`src/rtl/dmem_arb_pkg.sv`:
```
// -----------------------------------------------------------------------------
// dmem_arb_pkg
// Shared types and constants for the data-memory arbiter slice.
//   state_t       : arbiter FSM encoding
//   REQ_C / REQ_L : requester ids (CPU MEM stage / UART loader)
//   *_DEF         : default BRAM geometry
// -----------------------------------------------------------------------------
package dmem_arb_pkg;

    localparam int ADDR_W_DEF = 14;
    localparam int DATA_W_DEF = 32;

    localparam logic REQ_C = 1'b0;
    localparam logic REQ_L = 1'b1;

    typedef enum logic [1:0] {
        IDLE   = 2'd0,
        ACCESS = 2'd1,
        WAIT   = 2'd2,
        DONE   = 2'd3
    } state_t;

endpackage

```
`src/rtl/dmem_grant_picker.sv`:
```
// -----------------------------------------------------------------------------
// dmem_grant_picker
// Two-way grant selection between the CPU (bit 0) and loader (bit 1).
// Configuration macro: DMEM_ARB_RR_EN
//   defined   : on simultaneous requests the port named by pointer wins
//   undefined : the CPU always wins on simultaneous requests
// Ports
//   reqs    in  2  request vector {loader, cpu}
//   pointer in  1  round-robin favoured requester id
//   grant   out 1  granted requester id (REQ_C / REQ_L)
// -----------------------------------------------------------------------------
module dmem_grant_picker
    import dmem_arb_pkg::*;
(
    input  logic [1:0] reqs,
    input  logic       pointer,
    output logic       grant
);

`ifdef DMEM_ARB_RR_EN
    always_comb begin
        grant = REQ_C;
        if (reqs == 2'b11) begin
            grant = pointer;
        end else if (reqs[1]) begin
            grant = REQ_L;
        end
    end
`else
    // Pointer only matters for round-robin builds.
    logic unused_pointer;
    assign unused_pointer = pointer;

    always_comb begin
        grant = REQ_C;
        if (!reqs[0] && reqs[1]) begin
            grant = REQ_L;
        end
    end
`endif

endmodule

```
`src/rtl/dmem_arbiter.sv`:
```
// -----------------------------------------------------------------------------
// dmem_arbiter
// Sole master of the single-port data BRAM. Shares it between the CPU MEM
// stage (port C) and the UART loader (port L), sequencing each access through
// the BRAM read latency and returning a one-cycle ack per transaction.
// Configuration macro: DMEM_ARB_RR_EN (round-robin grant, see grant picker).
// Parameters
//   ADDR_W  BRAM word-address width
//   DATA_W  data width
//   RD_LAT  BRAM read latency in cycles (1..2)
// Ports
//   clk, rst                    clock, synchronous active-high reset
//   c_req/c_we/c_addr/c_wdata   CPU request (byte address), held until c_ack
//   c_ack/c_rdata/c_stall       CPU completion pulse, read data, pipeline stall
//   l_req/l_we/l_addr/l_wdata   loader request, same protocol
//   l_ack/l_rdata               loader completion pulse, read data
//   mem_addr/mem_din/mem_wea    BRAM addra/dina/wea
//   mem_dout                    BRAM douta
//
// state  | meaning
// IDLE   | sample requests, latch winner's fields, drive mem_* for next cycle
// ACCESS | BRAM sees address; wea high this cycle only for in-range writes
// WAIT   | extra read latency cycles (RD_LAT-1 of them)
// DONE   | ack to granted port; read data is mem_dout this cycle
// -----------------------------------------------------------------------------
module dmem_arbiter
    import dmem_arb_pkg::*;
#(
    parameter int ADDR_W = ADDR_W_DEF,
    parameter int DATA_W = DATA_W_DEF,
    parameter int RD_LAT = 1
) (
    input  logic              clk,
    input  logic              rst,
    input  logic              c_req,
    input  logic              c_we,
    input  logic [31:0]       c_addr,
    input  logic [DATA_W-1:0] c_wdata,
    output logic              c_ack,
    output logic [DATA_W-1:0] c_rdata,
    output logic              c_stall,
    input  logic              l_req,
    input  logic              l_we,
    input  logic [31:0]       l_addr,
    input  logic [DATA_W-1:0] l_wdata,
    output logic              l_ack,
    output logic [DATA_W-1:0] l_rdata,
    output logic [ADDR_W-1:0] mem_addr,
    output logic [DATA_W-1:0] mem_din,
    output logic              mem_wea,
    input  logic [DATA_W-1:0] mem_dout
);

    localparam int CNT_W = 2;

    state_t            state;
    logic              gnt;
    logic              pointer;
    logic              we_q;
    logic              oor_q;
    logic              wea_q;
    logic [CNT_W-1:0]  wait_cnt;
    logic [ADDR_W-1:0] addr_q;
    logic [DATA_W-1:0] din_q;
    logic [DATA_W-1:0] c_rdata_q;
    logic [DATA_W-1:0] l_rdata_q;

    logic              grant;
    logic              sel_we;
    logic [31:0]       sel_addr;
    logic [DATA_W-1:0] sel_wdata;
    logic              sel_oor;
    logic [1:0]        unused_byte_bits;
    logic [DATA_W-1:0] rd_val;
    logic              rd_done;

    dmem_grant_picker u_picker (
        .reqs    ({l_req, c_req}),
        .pointer (pointer),
        .grant   (grant)
    );

    always_comb begin
        sel_we    = c_we;
        sel_addr  = c_addr;
        sel_wdata = c_wdata;
        if (grant == REQ_L) begin
            sel_we    = l_we;
            sel_addr  = l_addr;
            sel_wdata = l_wdata;
        end
    end

    // No byte lanes: the low address bits are dropped.
    assign unused_byte_bits = sel_addr[1:0];
    assign sel_oor          = (sel_addr[31:ADDR_W+2] != '0);

    assign rd_val  = oor_q ? '0 : mem_dout;
    assign rd_done = (state == DONE) && !we_q;

    assign c_ack   = (state == DONE) && (gnt == REQ_C);
    assign l_ack   = (state == DONE) && (gnt == REQ_L);
    assign c_stall = c_req & ~c_ack;

    // During the ack cycle the fresh BRAM word is forwarded so the data is
    // valid alongside the ack; the hold register takes it on the same edge
    // that ends the ack and keeps it until the next read ack of that port.
    assign c_rdata = (rd_done && gnt == REQ_C) ? rd_val : c_rdata_q;
    assign l_rdata = (rd_done && gnt == REQ_L) ? rd_val : l_rdata_q;

    assign mem_addr = addr_q;
    assign mem_din  = din_q;
    // The BRAM samples wea on the same edge that applies reset, so the
    // registered strobe is masked by rst to actually suppress that write.
    assign mem_wea  = wea_q & ~rst;

    always_ff @(posedge clk) begin
        if (rst) begin
            state     <= IDLE;
            gnt       <= REQ_C;
            pointer   <= REQ_C;
            we_q      <= 1'b0;
            oor_q     <= 1'b0;
            wea_q     <= 1'b0;
            wait_cnt  <= '0;
            addr_q    <= '0;
            din_q     <= '0;
            c_rdata_q <= '0;
            l_rdata_q <= '0;
        end else begin
            case (state)
                IDLE: begin
                    if (c_req || l_req) begin
                        gnt     <= grant;
                        pointer <= ~grant;
                        we_q    <= sel_we;
                        oor_q   <= sel_oor;
                        wea_q   <= sel_we & ~sel_oor;
                        addr_q  <= sel_addr[ADDR_W+1:2];
                        din_q   <= sel_wdata;
                        state   <= ACCESS;
                    end
                end
                ACCESS: begin
                    wea_q <= 1'b0;
                    if (we_q || RD_LAT < 2) begin
                        state <= DONE;
                    end else begin
                        wait_cnt <= CNT_W'(RD_LAT - 2);
                        state    <= WAIT;
                    end
                end
                WAIT: begin
                    if (wait_cnt == '0) begin
                        state <= DONE;
                    end else begin
                        wait_cnt <= wait_cnt - 1'b1;
                    end
                end
                DONE: begin
                    if (!we_q) begin
                        if (gnt == REQ_C) begin
                            c_rdata_q <= rd_val;
                        end else begin
                            l_rdata_q <= rd_val;
                        end
                    end
                    state <= IDLE;
                end
                default: begin
                    state <= IDLE;
                end
            endcase
        end
    end

endmodule

```
`config.mk`:
```
export PLATFORM = sky130hd
export DESIGN_NAME = dmem_arbiter
export DESIGN_NICKNAME = d
export VERILOG_FILES = /design/src/rtl/dmem_arb_pkg.sv /design/src/rtl/dmem_grant_picker.sv /design/src/rtl/dmem_arbiter.sv
export SDC_FILE = /design/constraint.sdc
export NUM_CORES = 1
export LEC_CHECK = 0
export ABC_AREA = 1
export ABC_CLOCK_PERIOD_IN_PS = 1850
export CORE_ASPECT_RATIO = 1.5
export CORE_MARGIN = 2
export CORE_UTILIZATION = 40
export CTS_CLUSTER_DIAMETER = 50
export CTS_CLUSTER_SIZE = 24
export DETAILED_ROUTE_END_ITERATION = 8
export PLACE_DENSITY = 0.87
export SLEW_MARGIN = 5
export SYNTH_ARGS = -nofsm -noshare
export SYNTH_HDL_FRONTEND = slang
export SYNTH_SLANG_ARGS = --single-unit
```
`constraint.sdc`:
```
create_clock -name clk -period 1.85 [get_ports clk]
set_clock_uncertainty 0.15 [all_clocks]
set_input_delay 0.37 -clock clk [delete_from_list [all_inputs] [get_ports clk]]
set_output_delay 0.37 -clock clk [all_outputs]
set_load 0.005 [all_outputs]
```
### After elaboration in Yosys (flattened, before gate mapping)

Cells that the tools add are included.

* bits in registers: 118
* input bits: 166
* output and inout bits: 114
* logic and storage cells: 56

* $add $sub $neg: 1
* equality and inequality tests: 5
* muxes and demuxes: 12
* bitwise gates (word level): 9
* reduce and logical (&&, ||, !) cells: 19

Operators with widths (count)
* 2-to-1 mux 32 bit: 5
* nonzero test 16 bit: 1
* one-hot mux 2 bit (4 select lines): 1
* AND reduction 2 bit: 4
* logical AND 1 bit: 6
* NOT 1 bit: 6
* AND reduction 3 bit: 2
* == test 2 bit (second input constant): 2
* zero test 2 bit: 2
* 2-to-1 mux 2 bit: 2
* != test 2 bit (second input constant): 2
* bitwise AND 1 bit: 3
* 2-to-1 mux 1 bit: 3
* == test 2 x 1 -> 1 bit (second input constant): 1
* zero test 1 bit: 2
* one-hot mux 1 bit (2 select lines): 1
* nonzero test 2 bit: 1
* subtractor 2 x 1 -> 2 bit (second input constant): 1
* logical OR 1 bit: 1

### Depth between registers and ports, before layout

Gate-level depths: netlist of run 1.

* depth in word-level cells: 9
* mapped depth: 9
* depth with buffers taken out: 9

### Cells and area by module

A second synthesis of run 1 with hierarchy kept.

* cells, all modules: 866
* area total of the unflattened synthesis: 5655.4 µm²

Modules (own cells, without submodules)
* dmem_arbiter: instances 1, cells each 864, area an instance 5645.4 µm², seq. area each 2382.3 µm²
* dmem_grant_picker: instances 1, cells each 2, area an instance 10.0 µm², seq. area each 0.0 µm²

### Worst setup path after synthesis of run 1

Ideal clock, no wire load.

* kind: reg-to-output
* start: reg state[0]
* end: out c_rdata[0]
* arrival: 1232 ps
* data required time: 1330 ps
* path slack: 98 ps
* stages on the path, launching flop included: 8
* buffers on the path: 1
* cell sequence: dfxtp_1 > ha_1 > inv_1 > nor3_4 > clkbuf_2 > or2_2 > inv_1 > a21oi_1

* word-level cells in the longest chain between the ends: 4

Ends and longest elaborated chain
* from (decl): RTL line dmem_arbiter.sv:56 `state_t state;`
* from (signal assigned): RTL line dmem_arbiter.sv:119 `state <= IDLE;`
* from (signal assigned): RTL line dmem_arbiter.sv:141 `state <= ACCESS;`
* from (signal assigned): RTL line dmem_arbiter.sv:147 `state <= DONE;`
* == test 2 bit: RTL line dmem_arbiter.sv:99 `assign rd_done = (state == DONE) && !we_q;`
* logical AND 1 bit: RTL line dmem_arbiter.sv:99
* logical AND 1 bit: RTL line dmem_arbiter.sv:108 `assign c_rdata = (rd_done && gnt == REQ_C) ? rd_val : c_rdata_q;`
* 2-to-1 mux 32 bit: RTL line dmem_arbiter.sv:108
* to (decl): RTL line dmem_arbiter.sv:40 `output logic [DATA_W-1:0] c_rdata,`

No other way between the ends.

### Worst setup path in the final report of run 1

* start: reg state[0]
* end: out c_rdata[9]

Same word-level chain as after synthesis.

==> results.yml, run 1 <==
status:
  status: "finished with violations"
  violations: "negative setup slack"
layout:
  fin_cells: 1323
  drive_gt1_frac: 0.392
  area_growth_pct: 93.2
  n_antenna_cell: 0
  nNetsFinal: 1320
run:
  drv_cap: 0
grt:
  grt_max_degree: 68
  top_usage_layer: "met2"
  grt_pass1_wl_um: 34900
  grt_usage: 0.298
  use_met1: 0.301
  globalRoute.totalOverflow: 0
  grt_pass1_vias: 7159
  met2_usage: 0.552
  antenna_found_initial: 0
  gr-usage-met3: 0.0648
synth:
  avgSynthCellArea_um2: 7.46
  ys_types: 29
  syn_nets: 908
  syn_area_um2: 5500
  syn_inst: 737
  seq_area_frac_synth: 0.430
  synth-seq-cells: 118
  yosysWarnings: 0
worst_setup_path:
  cp.arrival_ns: 1.93
  worstSetupStartpointType: "flip-flop"
  required_ns: 1.33
  cp_max_fo: 8
  critical_path_class: "flip-flop to output pin"
  path_buf_inv: 6
  endpoint_kind: "output pin"
  critPathTopFamily: "buffers and inverters"
  max_stage_delay_ns: 0.35
  cp_slowest_cell: "dfxtp_2"
  path_cells: "ha_4 > inv_4 > nor3_4 > buf_6 > buf_12 > buf_16 > or2_4 > inv_2 > a21oi_2 > buf_2"
clocking:
  cts.sinks: 118
  clock-root-buffer: "clkbuf_16"
  cts_tree: "done"
  cts.path.max_buffers: 2
  htreeDepth: 4
  cts_buffers: 17
  insertion_delay_ns: 0.40
  clkSlewWorstSetupHoldPaths_ns: 0.05
sta:
  hold_viol_final: 0
  fmax_ghz: 0.409
  min_period_over_period: 1.32
  fin_tns_setup_ns: -31.69
  whs_ns: 0.178
  layout_min_cycle_time_ns: 2.45
  worst_pin_slew_ns: 0.935
  setup_viol: 66
  slew_headroom: 0.377
  finalMaxSlewViolations: 0
  rsz0062_at_grt: "yes"
  setup_ws_ns: -0.597
floorplanning:
  rows: 52
  coreArea_um2: 13500
  die_w_um: 99.7
  start_util: 0.408
  ios: 280
  die_height_um: 148
  dieArea_um2: 14700
power_and_ir_drop:
  irDropWorstVdd_mv: 0.578
  intPower_uw: 6260
  swShare: 0.292
  total_power_uw: 8840
  p_seq_frac: 0.328
  leakagePower_uw: 0.00461
  power.share.clock: 0.348
  pwr-share-comb: 0.324
  power_density_nw_per_um2: 833
  p_switching_uw: 2580
routing:
  routed_via_density: 5.25
  antenna_left: 0
  remaining_drc_errors: 0
  wl_per_cell_um: 17.8
  drtIter0Drc: 238
  vias: 6942
  dr.pass1.iters: 5
  routed_wl_um: 23600
placement:
  port_buffers: 275
  place_hpwl_um: 14100
  place_ws_ns: -0.633
  gp_congestion: 0.849
  dp_cells: 1248
min_path:
  hp-class: "input pin to flip-flop"
==> worst paths after layout <==
| path | start | slack (ns) | to | cells after the start |
|---|---|---|---|---|
| max reg2reg | state[0]$_SDFFE_PP0P_ | 0.03 | c_rdata_q[31]$_SDFFE_PP0N_ | 10 |
| max | state[0]$_SDFFE_PP0P_ | -0.60 | c_rdata[9] | 10 |
| min reg2reg | l_rdata_q[27]$_SDFFE_PP0P_ | 0.32 | l_rdata_q[27]$_SDFFE_PP0P_ | 2 |
| min | rst | 0.18 | wea_q$_SDFFE_PP0P_ | 4 |
==> cells by family after synthesis <==
logic type	count (synthesis)	synth area share
buffers and inverters	107	0.0903
AO/OA/AOI/OAI	248	0.263
XOR/XNOR	1	0.00159
adder cells (fa/ha/maj)	5	0.0114
AND/OR/NAND/NOR	258	0.205
flip-flops	118	0.430
==> power by group through the flow <==
| stage | registers [uW] | logic (uW) | clock network, uW |
|---|---|---|---|
| CTS | 2890 | 2770 | 3110 |
| detailed placement | 2930 | 2420 | 0 |
| floorplan | 2930 | 894 | 0 |
| global placement | 2920 | 2360 | 0 |
| global route | 2920 | 3060 | 3240 |
| finish | 2900 | 2860 | 3080 |
==> cell usage in the layout (no fill, tap or decap), drive strengths merged, types with 32 or more instances in the layout <==
cell,instances
a21oi,162
nand3,33
a211oi,32
or2,32
clkbuf,35
buf,222
dfxtp,118
o21ai,52
clkdlybuf4s50,206
nand2,160
inv,52
==> registers in the layout (all words and copies together), names as in the netlist <==
| register | flops |
|---|---|
| oor_q | 1 |
| we_q | 1 |
| c_rdata_q | 32 |
| wait_cnt | 2 |
| gnt | 1 |
| l_rdata_q | 32 |
| state | 2 |
| mem_addr | 14 |
| wea_q | 1 |
| mem_din | 32 |
==> cells in the mapped netlist (all sizes together) <==
cell,number,area share
nor3,1,0.0030
a21oi,162,0.15
o21ai,52,0.048
dfxtp,118,0.43
a31oi,1,0.0011
buf,30,0.037
clkbuf,26,0.018
inv,51,0.035
a211oi,32,0.065
nand3,33,0.030
and2,4,0.0045
o211ai,1,0.0014
ha,5,0.011
xor2,1,0.0016
nor2,27,0.020
or2,32,0.036
nand2,160,0.11
nand4,1,0.0011
==> what timing repair did <==
item                                    CTS  global route
endpoints found under the hold margin     0             0
pin swaps                                 5            34
setup buffers                            39            23
gates resized for setup                 339           138
hold buffers                              0             0
gates cloned                              9             5
endpoints found under the setup margin   68           116
==> per-layer routing <==
metal	vias to the layer above	share of wire	wire length, um
li1	3279	-	-
met1	3210	0.35	8210
met2	352	0.53	12500
met3	101	0.063	1480
met4	0	0.057	1350
met5	-	0	0
==> stage by stage <==
stage                     area [um2]   util
after floorplan                 5500      -
after global placement          9220  0.684
after detailed placement        9220  0.684
after CTS                      10400  0.772
after global routing           10600  0.789
final                          10600  0.789
==> worst register-to-register path, cell delays in order (launching register included) <==
cell and delay (ns):
dfxtp_2 0.35, ha_4 0.17, inv_4 0.04, nor3_4 0.15
buf_6 0.18, buf_12 0.11, buf_16 0.10, or2_4 0.13
inv_4 0.04, buf_6 0.11, a211oi_2 0.21
==> area by class of cell <==
cell class	instances	area, um2
clock buffers	19	443
multi-input cells	512	3110
clock inverters	12	106
repair buffers	449	4190
well taps	162	203
fillers	848	2850
flip-flops and latches	118	2360
inverters	51	209
(Power assumes the default switching activity.)
==> inputs of run 2 (changes only) <==
CORE_UTILIZATION = 25   (was 40)
PLACE_DENSITY = 0.62   (was 0.87)
==> run 2 against run 1 <==
The flow still finishes with violations (negative setup slack). First-iteration DRC count down 10%. Fmax up 1.0%. Die area up 58%. Cell count up 12%.
==> results.yml, run 2 (synthesis results as in run 1) <==
status:
  status: "finished with violations"
  violations: "negative setup slack"
sta:
  min_period_over_period: 1.31
  layout_min_cycle_time_ns: 2.42
  slew_headroom: 0.699
  rsz0062_at_grt: "yes"
  setup_viol: 71
  hold_viol_final: 0
  whs_ns: 0.184
  finalMaxSlewViolations: 0
  fmax_ghz: 0.413
  worst_pin_slew_ns: 0.451
  setup_ws_ns: -0.572
layout:
  n_antenna_cell: 0
  multiInputGateArea_um2: 3390
  nNetsFinal: 1370
  regArea_um2: 2360
  nFillCells: 1974
  area_growth_pct: 110
  drive_gt1_frac: 0.440
  final_common_cell: "clkdlybuf4s50_1"
  final_cell_mix: "clkdlybuf4s50_1, buf_4, a21oi_1"
  fin_cells: 1482
placement:
  gp_congestion: 0.793
  port_buffers: 275
  place_hpwl_um: 14400
  dp_cells: 1363
grt:
  grt_usage: 0.194
  globalRoute.totalOverflow: 0
  antenna_found_initial: 0
  grt_max_degree: 69
  grt_pass1_wl_um: 35400
  grt_pass1_vias: 6881
floorplanning:
  rows: 66
  die_height_um: 186
  coreArea_um2: 21600
  ios: 280
  die_w_um: 125
  dieArea_um2: 23200
  start_util: 0.254
routing:
  antenna_left: 0
  dr.pass1.iters: 6
  wl_per_cell_um: 15.6
  routed_wl_um: 23100
  remaining_drc_errors: 0
  drtIter0Drc: 214
  vias: 6760
  routed_via_density: 4.56
power_and_ir_drop:
  power_density_nw_per_um2: 764
  leakagePower_uw: 0.00502
  irDropWorstVdd_mv: 0.547
clocking:
  htreeDepth: 4
  cts_tree: "done"
  cts.sinks: 118
  clock-root-buffer: "clkbuf_16"
  clkSlewWorstSetupHoldPaths_ns: 0.06
  insertion_delay_ns: 0.41
  cts_buffers: 17
  cts.path.max_buffers: 2
worst_setup_path:
  required_ns: 1.33
  critical_path_class: "flip-flop to output pin"
  cp_max_fo: 7
  path_cells: "ha_4 > buf_6 > nand2_4 > nor2_4 > buf_6 > buf_16 > buf_16 > nand3_4 > nand2_2 > buf_2"
  endpoint_kind: "output pin"
  max_stage_delay_ns: 0.35
  cp_slowest_cell: "dfxtp_2"
  cp.arrival_ns: 1.90
  worstSetupStartpointType: "flip-flop"
run:
  drv_cap: 0
min_path:
  hp-class: "input pin to flip-flop"
## run 2: cell types whose count changed in the layout (fill, tap and decap cells not counted), moves of 12 or more
cell,delta
buf_4,+28
buf_6,+17
buf_8,+13
clkbuf_2,-12
nand2_1,-12
nand2_4,+12
nand3_1,-14
nand3_4,+14
## run 2: through the flow
| step | TNS (ns) | util | total power (uW) | setup WS, ns | area, um2 |
|---|---|---|---|---|---|
| 3_5_place_dp | -37.85 | 0.437 | 5400 | -0.640 | 9450 |
| 5_1_grt | -42.15 | 0.535 | 9310 | -0.674 | 11600 |
| 6_report | -35.13 | 0.535 | 8840 | -0.572 | 11600 |
| 3_3_place_gp | -33.94 | 0.437 | 5390 | -0.572 | 9450 |
| 2_1_floorplan | 0 | - | 3830 | 0.0979 | 5500 |
| 4_1_cts | -41.00 | 0.508 | 8770 | -0.656 | 11000 |
## run 2: area by class of cell
cell class | instances | area share
clock inverter | 4 | 0.00389
sequential | 118 | 0.204
inverter | 51 | 0.0176
clock buffer | 26 | 0.0432
timing repair buffer | 499 | 0.408
multi-input combinational | 512 | 0.293
tap | 272 | 0.0294
## run 2: power breakdown
group | switching (uW) | internal [uW]
clock network | 1150 | 1970
registers | 103 | 2780
logic | 1220 | 1610
total | 2480 | 6360
## run 2: final timing paths
path,to,cells past startpoint,slack [ns],start
worst max-delay path,l_rdata[6],10,-0.57,state[0]$_SDFFE_PP0P_
worst min-delay path,wea_q$_SDFFE_PP0P_,4,0.18,rst
worst max register to register,l_rdata_q[17]$_SDFFE_PP0P_,17,-0.55,state[1]$_SDFFE_PP0P_
worst min register to register,l_rdata_q[3]$_SDFFE_PP0P_,2,0.32,l_rdata_q[3]$_SDFFE_PP0P_
## run 2: routing by layer
layer	vias up	GRT usage	share of wire
met3	41	0.0512	0.045
met1	3125	0.196	0.38
met2	207	0.372	0.55
met5	-	0	0
li1	3387	-	-
met4	0	0.0827	0.032
## run 2: critical path: cells and delay by family (launching register included)
kind / cells / cell delay, ns
adder cells (fa/ha/maj): 1 / 0.16
buffers and inverters: 5 / 0.62
flip-flops: 1 / 0.35
AND/OR/NAND/NOR: 4 / 0.33
## run 2: timing repair
| action | 4_1_cts | 5_1_grt |
|---|---|---|
| hold buffers | 0 | 0 |
| endpoints found under the setup margin | 68 | 127 |
| gates cloned | 6 | 0 |
| gates resized for setup | 453 | 148 |
| setup buffers | 80 | 36 |
| pin swaps | 22 | 39 |
